<file path="config.mk">
export PLATFORM = sky130hd
export DESIGN_NAME = mem_arbiter
export DESIGN_NICKNAME = d
export VERILOG_FILES = /design/src/rtl/mem_arb_pkg.sv /design/src/rtl/mem_arb_ibuf.sv /design/src/rtl/mem_arbiter.sv
export SDC_FILE = /design/constraint.sdc
export NUM_CORES = 1
export LEC_CHECK = 0
export CORE_MARGIN = 1
export CORE_UTILIZATION = 41
export DETAILED_ROUTE_END_ITERATION = 10
export PLACE_DENSITY = 0.81
export SETUP_SLACK_MARGIN = 0.2
export SYNTH_ARGS = -nofsm -noshare
export SYNTH_HDL_FRONTEND = slang
export SYNTH_SLANG_ARGS = --single-unit
</file>
<file path="constraint.sdc">
create_clock -name clk -period 6.4 [get_ports clk]
set_clock_uncertainty 0.2 [all_clocks]
set_input_delay 1.28 -clock clk [delete_from_list [all_inputs] [get_ports clk]]
set_output_delay 1.28 -clock clk [all_outputs]
set_load 0.01 [all_outputs]
</file>
<file path="src/rtl/mem_arb_pkg.sv">
// rtl/mem_arb_pkg.sv - shared state encoding and width defaults for the memory arbiter
package mem_arb_pkg;

    localparam int AW_DEFAULT = 32;
    localparam int DW_DEFAULT = 32;

    typedef enum logic [1:0] {
        IDLE = 2'd0,
        INST = 2'd1,
        DATA = 2'd2
    } arb_state_t;

endpackage

</file>
<file path="src/rtl/mem_arb_ibuf.sv">
// rtl/mem_arb_ibuf.sv - one-entry fetch buffer {valid, addr, word}, used only under MEM_ARB_IBUF_EN
module mem_arb_ibuf
    import mem_arb_pkg::*;
#(
    parameter int AW = AW_DEFAULT,
    parameter int DW = DW_DEFAULT
) (
    input  logic          clk,
    input  logic          rst,
    input  logic          fill_en,
    input  logic [AW-1:0] fill_addr,
    input  logic [DW-1:0] fill_word,
    input  logic          clr,
    input  logic [AW-1:0] lookup_addr,
    output logic          hit,
    output logic [DW-1:0] word
);

    logic          valid_q, valid_d;
    logic [AW-1:0] addr_q, addr_d;
    logic [DW-1:0] word_q, word_d;

    assign hit  = valid_q & (addr_q == lookup_addr);
    assign word = word_q;

    // Refill on every completed fetch; a completed store may alias the entry, so drop it.
    always_comb begin
        valid_d = valid_q;
        addr_d  = addr_q;
        word_d  = word_q;
        if (fill_en) begin
            valid_d = 1'b1;
            addr_d  = fill_addr;
            word_d  = fill_word;
        end else if (clr) begin
            valid_d = 1'b0;
        end
    end

    // Buffer registers.
    always_ff @(posedge clk or posedge rst) begin
        if (rst) begin
            valid_q <= 1'b0;
            addr_q  <= '0;
            word_q  <= '0;
        end else begin
            valid_q <= valid_d;
            addr_q  <= addr_d;
            word_q  <= word_d;
        end
    end

endmodule

</file>
<file path="src/rtl/mem_arbiter.sv">
// rtl/mem_arbiter.sv - fetch/data to single memory bus arbiter with pipeline stall; fetch buffer under MEM_ARB_IBUF_EN
module mem_arbiter
    import mem_arb_pkg::*;
#(
    parameter int AW = AW_DEFAULT,
    parameter int DW = DW_DEFAULT
) (
    input  logic          clk,
    input  logic          rst,
    input  logic          inst_req,
    input  logic [AW-1:0] inst_addr,
    output logic [DW-1:0] inst_rdata,
    input  logic          data_req,
    input  logic          data_we,
    input  logic [AW-1:0] data_addr,
    input  logic [DW-1:0] data_wdata,
    output logic [DW-1:0] data_rdata,
    output logic          stall,
    output logic          mem_req,
    output logic          mem_we,
    output logic [AW-1:0] mem_addr,
    output logic [DW-1:0] mem_wdata,
    input  logic [DW-1:0] mem_rdata,
    input  logic          mem_ready
);

    arb_state_t    state_q, state_d;
    logic          inst_done_q, inst_done_d;
    logic          data_done_q, data_done_d;
    logic          mem_req_q, mem_req_d;
    logic          mem_we_q, mem_we_d;
    logic [AW-1:0] mem_addr_q, mem_addr_d;
    logic [DW-1:0] mem_wdata_q, mem_wdata_d;
    logic [DW-1:0] inst_rdata_q, inst_rdata_d;
    logic [DW-1:0] data_rdata_q, data_rdata_d;

    logic          inst_stall;
    logic          data_stall;
    logic          ibuf_hit;
    logic [DW-1:0] ibuf_word;

    // Stall depends only on requests and registered done flags, never on mem_ready.
    assign inst_stall = inst_req & ~inst_done_q;
    assign data_stall = data_req & ~data_done_q;
    assign stall      = inst_stall | data_stall;

    assign mem_req    = mem_req_q;
    assign mem_we     = mem_we_q;
    assign mem_addr   = mem_addr_q;
    assign mem_wdata  = mem_wdata_q;
    assign inst_rdata = inst_rdata_q;
    assign data_rdata = data_rdata_q;

`ifdef MEM_ARB_IBUF_EN
    logic ibuf_fill;
    logic ibuf_clr;

    assign ibuf_fill = (state_q == INST) & mem_ready;
    assign ibuf_clr  = (state_q == DATA) & mem_ready & mem_we_q;

    mem_arb_ibuf #(
        .AW (AW),
        .DW (DW)
    ) u_ibuf (
        .clk         (clk),
        .rst         (rst),
        .fill_en     (ibuf_fill),
        .fill_addr   (mem_addr_q),
        .fill_word   (mem_rdata),
        .clr         (ibuf_clr),
        .lookup_addr (inst_addr),
        .hit         (ibuf_hit),
        .word        (ibuf_word)
    );
`else
    assign ibuf_hit  = 1'b0;
    assign ibuf_word = '0;
`endif

    // Grant and completion: data wins in IDLE (older instruction), bus fields latched at grant.
    always_comb begin
        state_d      = state_q;
        inst_done_d  = inst_done_q;
        data_done_d  = data_done_q;
        mem_req_d    = mem_req_q;
        mem_we_d     = mem_we_q;
        mem_addr_d   = mem_addr_q;
        mem_wdata_d  = mem_wdata_q;
        inst_rdata_d = inst_rdata_q;
        data_rdata_d = data_rdata_q;

        // Pipeline advances this edge: both ports start a fresh instruction.
        if (!stall) begin
            inst_done_d = 1'b0;
            data_done_d = 1'b0;
        end

        case (state_q)
            IDLE: begin
                if (data_stall) begin
                    state_d     = DATA;
                    mem_req_d   = 1'b1;
                    mem_we_d    = data_we;
                    mem_addr_d  = data_addr;
                    mem_wdata_d = data_wdata;
                end else if (inst_stall) begin
                    if (ibuf_hit) begin
                        inst_done_d  = 1'b1;
                        inst_rdata_d = ibuf_word;
                    end else begin
                        state_d     = INST;
                        mem_req_d   = 1'b1;
                        mem_we_d    = 1'b0;
                        mem_addr_d  = inst_addr;
                        mem_wdata_d = '0;
                    end
                end
            end
            INST: begin
                if (mem_ready) begin
                    state_d      = IDLE;
                    mem_req_d    = 1'b0;
                    inst_rdata_d = mem_rdata;
                    inst_done_d  = 1'b1;
                end
            end
            DATA: begin
                if (mem_ready) begin
                    state_d     = IDLE;
                    mem_req_d   = 1'b0;
                    data_done_d = 1'b1;
                    if (!mem_we_q) begin
                        data_rdata_d = mem_rdata;
                    end
                end
            end
            default: begin
                state_d   = IDLE;
                mem_req_d = 1'b0;
            end
        endcase
    end

    // Arbiter state, bus registers and held read data; reset abandons any transfer.
    always_ff @(posedge clk or posedge rst) begin
        if (rst) begin
            state_q      <= IDLE;
            inst_done_q  <= 1'b0;
            data_done_q  <= 1'b0;
            mem_req_q    <= 1'b0;
            mem_we_q     <= 1'b0;
            mem_addr_q   <= '0;
            mem_wdata_q  <= '0;
            inst_rdata_q <= '0;
            data_rdata_q <= '0;
        end else begin
            state_q      <= state_d;
            inst_done_q  <= inst_done_d;
            data_done_q  <= data_done_d;
            mem_req_q    <= mem_req_d;
            mem_we_q     <= mem_we_d;
            mem_addr_q   <= mem_addr_d;
            mem_wdata_q  <= mem_wdata_d;
            inst_rdata_q <= inst_rdata_d;
            data_rdata_q <= data_rdata_d;
        end
    end

endmodule
</file>
Yosys cells after proc, flatten, opt, wreduce, memory -nomap -nowiden --
Index checks and enable logic that the tools add are counted.
Operators by class: equality and inequality tests 4, bitwise logic cells 6, mux-type cells 20, reductions and logical operators 7
Operator list (count):
- two-way mux 32 bit | 4
- two-way mux 1 bit | 11
- two-way mux 2 bit | 3
- AND reduction 2 bit | 3
- case mux 2 bit (2 select lines) | 1
- != test 3 bit, second input constant | 1
- inverter 1 bit | 3
- AND reduction 3 bit | 1
- AND 1 bit | 2
- == test 2 x 1 -> 1 bit, second input constant | 1
- == test 2 bit, second input constant | 1
- logical NOT 2 bit | 1
- != test 2 x 1 -> 1 bit, second input constant | 1
- case mux 1 bit (2 select lines) | 1
- nonzero test 2 bit | 1
- OR reduction 2 bit | 1
- OR 1 bit | 1
Word-level totals: register bits after elaboration 134, bits of input ports 134, output and inout bits 131, logic and storage cells 46

Longest topological paths before layout --
Gate-level depths: netlist of the first run.
depth after elaboration 6, mapped depth 7, gate-level depth less buffers 5

Worst setup path before layout of the first run --
OpenSTA, ideal clock, no wires.
path type input port to output port, from in data_req, to out stall, cell stages on the path 4, data arrival time 1700 ps, buffers on the path 2, path slack 3220 ps, path through nand2b_4 buf_6 buf_6 nand2_1
On the way: word-level cells in the longest chain between the ends 2
Ends and longest elaborated chain:
- start: declaration | line mem_arbiter.sv:13 | input logic data_req,
- AND 1 bit | line mem_arbiter.sv:44 | assign data_stall = data_req & ~data_done_q;
- OR 1 bit | line mem_arbiter.sv:45 | assign stall = inst_stall | data_stall;
- end: declaration | line mem_arbiter.sv:18 | output logic stall,
No other way between the ends.

Worst setup path after layout of the first run --
Same ends and word-level chain as after synthesis.

==> flow_metrics.py, run 1 <==
metrics = {
    "clocking": {
        "h-tree-depth": 4,
        "postCtsSetupRepairBufs": 0,
        "cts-resized-gates": 0,
        "cts.sinks": 134,
        "cts_root_buf": "clkbuf_16",
        "cts_tree": "yes",
        "cts.clk_slew.worst_paths_ns": 0.05,
        "clock_latency_ns": 0.40,
        "clock_path_buffers": 2,
        "numCtsBuffers": 17,
        "postCtsHoldBufs": 0,
    },
    "die": {
        "design.die.area_sq_mm": 0.0137,
        "die_w_um": 117,
        "dieHeight_um": 117,
        "core_area_sq_mm": 0.0128,
        "rows": 41,
        "start_util_pct": 42.6,
        "ioPinCount": 265,
    },
    "timing": {
        "setup_violations": 0,
        "relSlewSlack_pct": 15.8,
        "max_freq_ghz": 0.231,
        "hold_viol_final": 0,
        "drv_slew": 0,
        "tightest_slew_ns": 1.26,
        "fin_crit_ns": 4.33,
        "rsz0062_at_grt": "no",
        "tns_ns": 0,
        "holdWs_ns": 0.290,
        "finalCritPeriodShare_pct": 67.6,
    },
    "synth": {
        "yosysWarningCount": 0,
        "synthMuxAreaShare_pct": 27.5,
        "synth_top_family_by_area": "multiplexers",
        "synthCells": 340,
        "synthAdderAreaFrac_pct": 0.689,
        "syn_area_per_cell_sq_um": 16.0,
        "synth_fp_nets": 477,
        "syn_area_sq_mm": 0.00545,
        "ys_ff_latch": 134,
        "ys_seq_area_share_pct": 61.6,
        "synth-simple-area-share_pct": 1.08,
        "synth_compound_area_share_pct": 6.41,
        "synthXorXnorAreaFrac_pct": 0,
        "synth.distinct_cells": 22,
    },
    "place": {
        "place_area_sq_mm": 0.00821,
        "routabilityCongestion": 0.712,
        "hpwlAfterDp_mm": 10.1,
        "portBuffers": 264,
    },
    "min_path": {
        "hp-start": "mem_req",
        "hold_class": "reg -> reg",
    },
    "critical_path": {
        "required_ns": 4.92,
        "critPathLaunch": "data_req",
        "r2r-start": "data_done_q",
        "worstPathMaxFanout": 39,
        "start_kind": "input port",
        "worstPathArrival_ns": 2.85,
        "crit_type": "in -> out",
        "cp-end-kind": "output port",
    },
    "grt": {
        "grt_usage_pct": 20.4,
        "grt_pass1_wl_mm": 20.5,
        "grt_max_degree": 76,
        "grt_pass1_vias": 4042,
        "grt_antenna_before_repair": 0,
        "grt_overflow": 0,
    },
    "power_and_ir_drop": {
        "p_per_area_mw_per_mm2": 489,
        "peakVddDrop_mv": 0.261,
        "power.total_mw": 4.28,
        "p_leak_nw": 3.75,
    },
    "drt": {
        "vias_per_cell": 4.82,
        "dr.pass1.iters": 4,
        "drt_iter0_markers": 99,
        "drc": 0,
        "drt-wirelength-per-cell_um": 17.7,
        "final_antenna_net_count": 0,
        "wl_mm": 14.0,
        "vias": 3820,
    },
    "layout": {
        "nNetsFinal": 744,
        "area_growth_pct": 60.9,
        "num_antenna_cells": 0,
        "drive_gt1_share_pct": 26.8,
        "fin_area_sq_mm": 0.00876,
        "final_common_cell": "clkdlybuf4s50_1",
        "final_cell_mix": "264 x clkdlybuf4s50_1, 134 x dfrtp_1, 111 x mux2_2",
    },
    "run": {
        "drv_cap": 0,
    },
    "status": {
        "status": "finished clean",
    },
}
[synth_stat cells]
library cell    n  share of area, %
clkbuf_1        3              0.21
nor2_1          1             0.069
a22o_1         33               5.3
o21ai_0         2              0.18
nand2_1         2              0.14
nand3b_1        1              0.14
buf_2          11               1.0
mux2_4         15               4.1
inv_1           5              0.34
buf_6           5               1.0
a21oi_1         3              0.28
mux2_1          2              0.41
nand2b_4        2              0.51
a32o_1          1              0.18
mux2_2        111                23
o22a_1          1              0.16
o32ai_1         1              0.16
a21o_1          1              0.14
ha_1            3              0.69
nor2b_1         2              0.23
dfrtp_1       134                62
buf_4           1              0.14
[power by group]
part | switching, mW | internal (mW) | leakage, nW
Clock | 0.339 | 0.541 | 0.274
Combinational | 0.729 | 1.19 | 1.85
Sequential | 0.220 | 1.26 | 1.62
Total | 1.29 | 2.99 | 3.75
[through the flow]
| stage | setup WS [ns] | instances | util (%) |
|---|---|---|---|
| 2_1_floorplan | 1.34 | 340 | - |
| 3_3_place_gp | 2.09 | 760 | 64.3 |
| 3_5_place_dp | 2.06 | 760 | 64.3 |
| 4_1_cts | 2.06 | 792 | 68.6 |
| 5_1_grt | 1.97 | 792 | 68.6 |
| 6_report | 2.07 | 792 | 68.6 |
[flip-flops by register name (all words and copies together), names as in the netlist]
name and count:
data_rdata 32, inst_rdata 32, mem_addr 32, mem_wdata 32, state_q 2, data_done_q 1, inst_done_q 1, mem_req 1
mem_we 1
[critical path, stage by stage]
cell and delay (ns):
clkdlybuf4s50_1 0.50, nand2b_4 0.35, nand2_1 0.16, clkdlybuf4s50_1 0.55
[kinds of logic (layout without fill, tap and decap cells)]
| group | after synthesis | count (layout) |
|---|---|---|
| buffers and inverters | 25 | 305 |
| AND/OR/NAND/NOR | 8 | 8 |
| multiplexers | 128 | 128 |
| adder cells (fa/ha/maj) | 3 | 3 |
| AO/OA/AOI/OAI | 42 | 42 |
| flip-flops | 134 | 134 |
[final timing paths]
path	depth (start not counted)	endpoint	slack [ns]
setup / recovery	4	stall	2.07
hold / removal	1	mem_req	0.29
setup reg to reg	4	mem_addr[0]	3.71
hold reg to reg	1	mem_req	0.29
max in group asynchronous	3	mem_addr[3]	3.65
min in group asynchronous	2	data_rdata[14]	1.15
[final cells by class]
cell class                      count  area [sq um]
Fill cell                         889          4010
Sequential cell                   134          3350
Tap cell                          172           215
Timing Repair Buffer              268          2670
Inverter                            5          23.8
Multi-Input combinational cell    181          1950
Clock inverter                      9          50.0
Clock buffer                       23           498
[routing by layer]
layer / global-route usage [%] / routed length (um)
met1: 21.7 / 5380
met2: 35.8 / 7160
met3: 8.24 / 1250
met4: 8.78 / 245
met5: 0 / 0
Power figures use the tool's default switching activity.
==> inputs of run 2 (changes only) <==
==> constraint.sdc (replaced) <==
create_clock -name clk -period 4.2 [get_ports clk]
set_clock_uncertainty 0.2 [all_clocks]
set_input_delay 0.84 -clock clk [delete_from_list [all_inputs] [get_ports clk]]
set_output_delay 0.84 -clock clk [all_outputs]
set_load 0.01 [all_outputs]
==> flow_metrics.py, run 2 (same netlist as run 1, synthesis figures left out) <==
metrics = {
    "timing": {
        "rsz0062_at_grt": "no",
        "drv_slew": 0,
        "tns_ns": 0,
        "tightest_slew_ns": 0.829,
        "relSlewSlack_pct": 44.8,
        "fin_crit_ns": 3.10,
        "finalCritPeriodShare_pct": 73.9,
        "hold_viol_final": 0,
        "setup_violations": 0,
        "holdWs_ns": 0.291,
        "max_freq_ghz": 0.322,
    },
    "critical_path": {
        "cp-end-kind": "output port",
        "max_stage_delay_ns": 0.53,
        "worstPathMaxFanout": 5,
        "required_ns": 3.16,
        "path_buf_inv": 2,
        "path_common_cell": "clkdlybuf4s50_1",
        "start_kind": "input port",
        "crit_chain": "clkdlybuf4s50_1, nand2b_4, nand2_1, clkdlybuf4s50_1",
        "worstPathArrival_ns": 2.06,
        "crit_type": "in -> out",
        "slowest_stage": "clkdlybuf4s50_1",
        "critical_path.top_delay_family": "buffers and inverters",
    },
    "grt": {
        "use_met3_pct": 7.11,
        "grt_overflow": 0,
        "met1_usage_pct": 20.8,
        "grt_pass1_vias": 4123,
        "grt_usage_pct": 20.3,
        "grt_pass1_wl_mm": 20.6,
        "grtUsageMet2_pct": 37.4,
        "grt_max_degree": 72,
        "grt_antenna_before_repair": 0,
        "busiest_layer": "met2",
    },
    "layout": {
        "multi_input_area_sq_mm": 0.00195,
        "n_fill_cell": 891,
        "fin_area_sq_mm": 0.00887,
        "stdcell_count": 796,
        "final_cell_mix": "264 x clkdlybuf4s50_1, 134 x dfrtp_1, 111 x mux2_2",
        "nNetsFinal": 748,
        "final_common_cell": "clkdlybuf4s50_1",
        "area_growth_pct": 62.9,
        "num_antenna_cells": 0,
        "drive_gt1_share_pct": 27.2,
        "seqCellArea_sq_mm": 0.00335,
        "finish.utilization_pct": 69.4,
    },
    "clocking": {
        "cts.sinks": 134,
        "cts_tree": "yes",
        "cts-resized-gates": 0,
        "clock_path_buffers": 2,
        "clock_latency_ns": 0.40,
        "h-tree-depth": 4,
        "cts.clk_slew.worst_paths_ns": 0.05,
        "postCtsSetupRepairBufs": 0,
        "postCtsHoldBufs": 0,
        "cts_root_buf": "clkbuf_16",
        "numCtsBuffers": 17,
    },
    "drt": {
        "drt-wirelength-per-cell_um": 17.5,
        "vias_per_cell": 4.95,
        "dr.pass1.iters": 4,
        "vias": 3944,
        "wl_mm": 13.9,
        "final_antenna_net_count": 0,
        "drt_iter0_markers": 125,
        "drc": 0,
    },
    "die": {
        "dieHeight_um": 117,
        "design.die.area_sq_mm": 0.0137,
        "start_util_pct": 42.6,
        "core_area_sq_mm": 0.0128,
        "die_w_um": 117,
        "ioPinCount": 265,
        "rows": 41,
    },
    "power_and_ir_drop": {
        "p_per_area_mw_per_mm2": 755,
        "p_leak_nw": 3.79,
        "peakVddDrop_mv": 0.377,
    },
    "place": {
        "place_area_sq_mm": 0.00825,
        "hpwlAfterDp_mm": 10.2,
        "routabilityCongestion": 0.726,
        "placedCellCount": 764,
        "portBuffers": 264,
    },
    "min_path": {
        "hold_class": "reg -> reg",
    },
    "run": {
        "drv_cap": 0,
    },
    "status": {
        "status": "finished clean",
    },
}
==> run 2: cell types whose count changed in the layout (fill, tap and decap cells not counted), sizes merged <==
cell	change
clkinvlp	+1
buf	+4
bufinv	+2
inv	-1
clkbuf	+2
clkinv	-4
==> run 2: per-stage QoR <==
step	power, mW	setup WS (ns)
6_report	6.69	1.10
5_1_grt	7.04	1.05
4_1_cts	6.77	1.09
3_5_place_dp	5.24	1.09
3_3_place_gp	5.12	1.10
2_1_floorplan	3.62	1.49
==> run 2: final timing paths <==
path / startpoint / cells after the start / to / slack, ns
hold / removal: mem_req / 1 / mem_req / 0.29
hold reg to reg: mem_req / 1 / mem_req / 0.29
max in group asynchronous: rst / 3 / mem_addr[8] / 2.26
min in group asynchronous: rst / 2 / data_rdata[7] / 0.66
setup reg to reg: state_q[0] / 6 / mem_wdata[4] / 1.87
setup / recovery: inst_req / 4 / stall / 1.10
==> run 2: final cells by class <==
type / count / area share (%)
clock buffer: 25 / 5.93
sequential: 134 / 37.8
multi-input combinational: 181 / 22.0
timing repair buffer: 272 / 30.6
tap: 172 / 2.43
clock inverter: 7 / 1.02
inverter: 5 / 0.254
==> run 2: routing by layer <==
layer  routed length [um]  vias up  share of wire (%)
met1                 5050     1969                 36
met5                    0        -                  0
met2                 7470      173                 54
met3                 1110       24                7.9
li1                     -     1778                  -
met4                  280        0                2.0
==> run 2: worst register-to-register path, stage by stage (launching register included) <==
cell and delay [ns]:
dfrtp_1 0.36, inv_1 0.08, ha_1 0.26, inv_1 0.13, a21o_2 0.66, buf_4 0.39, a22o_1 0.19
==> run 2: power by group <==
| group | total [mW] | switching, mW | internal (mW) |
|---|---|---|---|
| combinational | 2.94 | 1.11 | 1.83 |
| sequential | 2.25 | 0.328 | 1.92 |
| clock | 1.50 | 0.518 | 0.982 |
